### config.mk
export PLATFORM = sky130hd
export DESIGN_NAME = ahbl_dffram_ctrl
export DESIGN_NICKNAME = d
export VERILOG_FILES = /design/src/rtl/ahbl_dffram_ctrl.sv
export SDC_FILE = /design/constraint.sdc
export NUM_CORES = 1
export LEC_CHECK = 0
export ABC_CLOCK_PERIOD_IN_PS = 5800
export BUFFER_PORTS_ARGS = -buffer_cell sky130_fd_sc_hd__buf_4
export CAP_MARGIN = 20
export CORE_ASPECT_RATIO = 0.75
export CORE_UTILIZATION = 45
export CTS_CLUSTER_DIAMETER = 150
export CTS_CLUSTER_SIZE = 24
export DETAILED_ROUTE_END_ITERATION = 10
export PLACE_DENSITY = 0.78
export SLEW_MARGIN = 25
export SYNTH_ARGS = -nofsm -noshare
export SYNTH_HDL_FRONTEND = slang
export SYNTH_SLANG_ARGS = --single-unit
### constraint.sdc
create_clock -name HCLK -period 5.8 [get_ports HCLK]
set_input_delay 1.74 -clock HCLK [delete_from_list [all_inputs] [get_ports HCLK]]
set_output_delay 1.74 -clock HCLK [all_outputs]
set_load 0.03 [all_outputs]
### src/rtl/ahbl_dffram_ctrl.sv
// rtl/ahbl_dffram_ctrl.sv - AHB-Lite subordinate front end for a single-port DFF RAM
module ahbl_dffram_ctrl #(
  parameter int DEPTH = 256,
  localparam int AW = $clog2(DEPTH)
) (
  input  logic          HCLK,
  input  logic          HRESET,
  input  logic          HSEL,
  input  logic [31:0]   HADDR,
  input  logic [1:0]    HTRANS,
  input  logic          HWRITE,
  input  logic [2:0]    HSIZE,
  input  logic          HREADY,
  input  logic [31:0]   HWDATA,
  output logic          HREADYOUT,
  output logic          HRESP,
  output logic [31:0]   HRDATA,
  output logic          SRAM_EN,
  output logic [3:0]    SRAM_WE,
  output logic [AW-1:0] SRAM_A,
  output logic [31:0]   SRAM_DI,
  input  logic [31:0]   SRAM_DO
);

  typedef enum logic [1:0] {ST_OKAY, ST_ERR1, ST_ERR2} state_e;

  state_e        state_q, state_d;

  logic          xfer, bad, err_ap, rd_ap, wr_ap;
  logic [3:0]    ap_lanes;
  logic [AW-1:0] ap_addr;

  // write data phase bookkeeping (address captured in the address phase)
  logic          wph_q;
  logic [AW-1:0] wa_q;
  logic [3:0]    wl_q;

  // one-entry write buffer used when a read address phase steals the port
  logic          buf_v_q, buf_v_d;
  logic [AW-1:0] buf_a_q, buf_a_d;
  logic [3:0]    buf_l_q, buf_l_d;
  logic [31:0]   buf_d_q, buf_d_d;

  // lanes of the read data phase that come from the buffer instead of the RAM
  logic [3:0]    fwd_m_q, fwd_m_d;
  logic [31:0]   fwd_d_q, fwd_d_d;

  // upper address bits alias by design and HTRANS[0] has no meaning here
  logic          unused_bits;
  assign unused_bits = ^{HADDR[31:AW+2], HTRANS[0]};

  assign xfer    = HSEL & HREADY & HTRANS[1];
  assign bad     = (HSIZE > 3'd2)
                 | ((HSIZE == 3'd1) & HADDR[0])
                 | ((HSIZE == 3'd2) & (|HADDR[1:0]));
  assign err_ap  = xfer & bad & ~HRESET;
  assign rd_ap   = xfer & ~bad & ~HWRITE & ~HRESET;
  assign wr_ap   = xfer & ~bad & HWRITE & ~HRESET;
  assign ap_addr = HADDR[AW+1:2];

  // byte lanes selected by the transfer size and low address bits
  always_comb begin
    ap_lanes = 4'b0000;
    case (HSIZE)
      3'd0:    ap_lanes = 4'b0001 << HADDR[1:0];
      3'd1:    ap_lanes = HADDR[1] ? 4'b1100 : 4'b0011;
      3'd2:    ap_lanes = 4'b1111;
      default: ap_lanes = 4'b0000;
    endcase
  end

  // error response state register
  always_ff @(posedge HCLK) begin
    if (HRESET) state_q <= ST_OKAY;
    else        state_q <= state_d;
  end

  // two-cycle ERROR sequence; a good transfer seen in ERR2 proceeds normally
  always_comb begin
    state_d   = state_q;
    HREADYOUT = 1'b1;
    HRESP     = 1'b0;
    case (state_q)
      ST_OKAY: begin
        if (err_ap) state_d = ST_ERR1;
      end
      ST_ERR1: begin
        HREADYOUT = 1'b0;
        HRESP     = 1'b1;
        state_d   = ST_ERR2;
      end
      ST_ERR2: begin
        HRESP   = 1'b1;
        state_d = err_ap ? ST_ERR1 : ST_OKAY;
      end
      default: state_d = ST_OKAY;
    endcase
  end

  // buffer fill/drain and forwarding capture for the next read data phase
  always_comb begin
    buf_v_d = buf_v_q;
    buf_a_d = buf_a_q;
    buf_l_d = buf_l_q;
    buf_d_d = buf_d_q;
    if (wph_q && rd_ap) begin
      buf_v_d = 1'b1;
      buf_a_d = wa_q;
      buf_l_d = wl_q;
      buf_d_d = HWDATA;
    end else if (!rd_ap && !wph_q) begin
      buf_v_d = 1'b0;
    end
    fwd_m_d = 4'b0000;
    fwd_d_d = buf_d_d;
    if (rd_ap && buf_v_d && (buf_a_d == ap_addr)) fwd_m_d = buf_l_d;
  end

  // SRAM port arbitration: read address, then direct write, then drain
  always_comb begin
    SRAM_EN = 1'b0;
    SRAM_WE = 4'b0000;
    SRAM_A  = ap_addr;
    SRAM_DI = HWDATA;
    if (!HRESET) begin
      if (rd_ap) begin
        SRAM_EN = 1'b1;
      end else if (wph_q) begin
        SRAM_EN = 1'b1;
        SRAM_WE = wl_q;
        SRAM_A  = wa_q;
      end else if (buf_v_q) begin
        SRAM_EN = 1'b1;
        SRAM_WE = buf_l_q;
        SRAM_A  = buf_a_q;
        SRAM_DI = buf_d_q;
      end
    end
  end

  // pipeline registers; reset drops any in-flight phase and buffered write
  always_ff @(posedge HCLK) begin
    if (HRESET) begin
      wph_q   <= 1'b0;
      wa_q    <= '0;
      wl_q    <= 4'b0000;
      buf_v_q <= 1'b0;
      buf_a_q <= '0;
      buf_l_q <= 4'b0000;
      buf_d_q <= 32'h0;
      fwd_m_q <= 4'b0000;
      fwd_d_q <= 32'h0;
    end else begin
      wph_q   <= wr_ap;
      if (wr_ap) begin
        wa_q <= ap_addr;
        wl_q <= ap_lanes;
      end
      buf_v_q <= buf_v_d;
      buf_a_q <= buf_a_d;
      buf_l_q <= buf_l_d;
      buf_d_q <= buf_d_d;
      fwd_m_q <= fwd_m_d;
      fwd_d_q <= fwd_d_d;
    end
  end

  // read data merges forwarded buffer lanes over the RAM output
  always_comb begin
    HRDATA = SRAM_DO;
    for (int i = 0; i < 4; i++) begin
      if (fwd_m_q[i]) HRDATA[8*i +: 8] = fwd_d_q[8*i +: 8];
    end
  end

  // a write address phase always drains the buffer, so these never overlap
  always_ff @(posedge HCLK) begin
    if (!HRESET) assert (!(wph_q && buf_v_q && !rd_ap));
  end

endmodule

==> summary.md <==
| Metric | Value |
|---|---|
| Maximum fanout along the worst path | `13` |
| CTS tree | `built` |
| Tcrit/Tclk final | `0.955` |
| Number of antenna violations at the first check in global routing | `0` |
| Number of search-and-repair iterations in the first detailed-routing pass | `4` |
| Die Span X | `108 µm` |
| CTS buffer count | `9` |
| Reg clk slew, reported paths | `around 0.07 ns` |
| Global-route wire length before repair | `16300 µm` |
| CP Data Required Time | `around 4.1 ns` |
| Fraction of final layout cells with drive strength greater than 1 | `0.434` |
| Global route overflow | `0` |
| Synthesis-to-finish area growth | `41.6%` |
| Total negative setup slack | `0 ns` |
| Number of buffers inserted to repair setup after CTS | `0` |
| Path length in cells of the critical path | `8` |
| Io pins | `185` |
| Worst hold path class | `reg -> reg` |
| Number of nets in the synthesized netlist | `553` |
| Netlist Area Pre-Place | `0.00379 mm²` |
| Number of global-route vias before repair | `3467` |
| Final net count | `709` |
| Count of input and output buffers | `about 160` |
| Cell types with the highest counts after synthesis | `103 x nand2_1, 64 x dfxtp_1, 62 x a21oi_1` |
| Starting density of the core | `0.473` |
| Wirelength, routed | `10700 µm` |
| Routed len/inst | `15.1 µm` |
| GRT met2 Usage | `0.440` |
| Synth cell types | `45` |
| Result of the run | `finished clean` |
| Met3 Use GR | `0.0516` |
| Leading cell types by total area after synthesis | `dfxtp_1 34%, mux2_4 11%, nand2_1 10%, mux2_2 10%, a21oi_1 8.2%` |
| Count of endpoints failing setup in the final report | `0` |
| Maximum frequency from static timing analysis | `181 MHz` |
| DIE AREA | `~0.009 mm²` |
| Worst setup slack before clock tree synthesis | `-0.0528 ns` |
| Cell depth of the worst flop-to-flop path | `6` |
| # diodes | `0` |
| Power density relative to cell area | `roughly 210 mW/mm²` |
| Maximum clock insertion buffer count | `2` |
| Setup repair after global routing missed its margin | `no` |
| Final standard cell area without fillers | `0.00537 mm²` |
| VDD IR-drop max | `approximately 0.00014 V` |
| Critical path's most frequent cell | `buf_4` |
| Crit path setup slack, layout | `0.263 ns` |
| Synth area leader | `dfxtp_1` |
| Sinks on Clock Net | `64` |
| Yosys reg bits | `64` |
| Vias after detailed routing | `3724` |
| Number of DRC markers after the initial detailed-route iteration | `185` |
| Synth warn | `0` |
| Series of cell instances along the critical path | `buf_4 -> and4b_1 -> o211a_1 -> or2_1 -> nor2b_4 -> buf_4 -> mux2_4 -> buf_4` |
| GRT Util Overall | `0.236` |
| Number of flops mapped to enable cells by yosys | `0` |
| Proportion of synthesized flip-flops having asynchronous set or reset | `0` |
| Placed cell count | `approximately 700` |
| Master of the slowest instance on the critical path | `nor2b_4` |
| Post-layout min period | `about 5.5 ns` |
| Cells after Synth | `442` |
| Critical path capture point type | `output pin` |
| Combined buffer and inverter count along the critical path | `3` |
| Post-route ant nets | `0` |
| Core area | `0.00802 mm²` |
| Slew headroom | `0.512` |
| Number of max-slew violations in the final report | `0` |
| GRT met1 Usage | `0.276` |
| Number of standard-cell rows in the floorplan | `28` |
| Transition time of the tightest slew-check pin | `between 0.7 and 0.8 ns` |
| Weighted congestion reported at the end of routability-driven placement | `~0.83` |
| Clock Latency Late Sink | `~0.33 ns` |
| Top cell type's share of synthesized area | `0.338` |
| H-tree depth reported by CTS | `3` |
| Critical path data arrival time | `3.80 ns` |
| Final Skew | `0.00971 ns` |
| Worst setup path class | `in -> out` |
| Post-synthesis sequential area ratio | `0.338` |
| Final hold violations | `0` |
| Startpoint type of the worst setup path | `input port` |
| Gate family responsible for the most delay along the worst path | `simple AND/OR/NAND/NOR gates` |
| Slowest cell delay on critical path | `0.51 ns` |
| Main synth FF type | `dfxtp_1` |
| Die span in y | `81.5 µm` |
| Leak | `0.00232 µW` |
| Detailed-placement wirelength estimate | `roughly 7700 µm` |
| Number of remaining DRC errors | `0` |
| Worst reg2reg setup slack | `3.40 ns` |
| Per-cell via count in the routed design | `5.26` |
| Max Cap Violations | `0` |
| Worst Hold Depth | `2` |
| Final non-filler cell total | `708` |
| Library cell with the highest instance count after synthesis | `nand2_1` |
| Root buf cell | `clkbuf_8` |
| Most used routing layer in global routing | `met2` |
| Cell area reported after detailed placement | `0.00511 mm²` |
| Post-Synthesis Mean Instance Area | `8.59 µm²` |
| Maximum number of pins on one net before global-route repair | `62` |
what timing repair did:
| action | in CTS | in global routing |
|---|---|---|
| gates resized for setup | 0 | 0 |
| endpoints found under the setup margin | 7 | 0 |
| hold buffers | 0 | 0 |
stage by stage:
stage	hold WS [ns]	power (µW)	utilization
final	0.467	1120	0.670
after floorplan	0.438	557	-
after CTS	0.469	1130	0.669
after global placement	0.447	654	0.637
after detailed placement	0.458	657	0.637
after global routing	0.493	1170	0.670
final cells by class:
| class | instances | area, µm² |
|---|---|---|
| timing repair buffer | 175 | 1310 |
| clock buffer | 10 | 138 |
| fill | 685 | 2650 |
| clock inverter | 6 | 115 |
| sequential | 64 | 1280 |
| tap | 105 | 131 |
| inverter | 11 | 41.3 |
| multi-input combinational | 337 | 2350 |
sequential cells by signal, summed over array words and instances, names as in the netlist:
name,count
wa_q,8
wph_q,1
wl_q,4
buf_l_q,4
fwd_m_q,4
state_q,2
buf_v_q,1
fwd_d_q,32
buf_a_q,8
where the power goes:
part / internal (µW) / switching [µW] / total [µW]
combinational: 99.8 / 108 / 208
sequential: 440 / 0.694 / 440
clock: 299 / 170 / 470
total: 839 / 279 / 1120
placed cells by master, fill, tap and decap left out, types with 3 or more instances in the layout:
cell type and count:
buf_4 175, ha_1 5, nand2b_1 9, o21ai_1 6, nor2_1 23, o211ai_1 3, nor3_1 3, and3b_1 6
nor4_1 4, o21ai_0 3, clkbuf_8 10, mux2_2 34, mux2i_1 9, bufinv_16 3, mux2_4 27, o22ai_1 3
inv_1 10, dfxtp_1 64, a21oi_1 62, mux2_1 3, nand2_1 103, xnor2_1 6
cell families after synthesis:
logic type / count (synthesis) / synth area share
AO/OA/AOI/OAI: 90 / 0.137
adder cells (fa/ha/maj): 6 / 0.0191
multiplexers: 74 / 0.246
buffers and inverters: 42 / 0.0524
flip-flops: 64 / 0.338
XOR/XNOR: 6 / 0.0138
AND/OR/NAND/NOR: 160 / 0.194
final timing paths:
path | start | end
worst max-delay path | HTRANS[1] | SRAM_DI[22]
worst min-delay path | fwd_d_q[0] | fwd_d_q[0]
worst max register to register | wph_q | fwd_m_q[2]
worst min register to register | fwd_d_q[0] | fwd_d_q[0]
routing by layer:
| metal | wire (µm) | vias up |
|---|---|---|
| li1 | - | 1823 |
| met1 | 4410 | 1738 |
| met2 | 5360 | 155 |
| met3 | 859 | 8 |
| met4 | 59 | 0 |
| met5 | 0 | - |
tightest hold or removal path, cell delays in order, from the launching register on:
cell and delay, ns:
dfxtp_1 0.32, nand2_1 0.06, a21oi_1 0.05
Note: power is estimated with default switching activity, not from simulation.
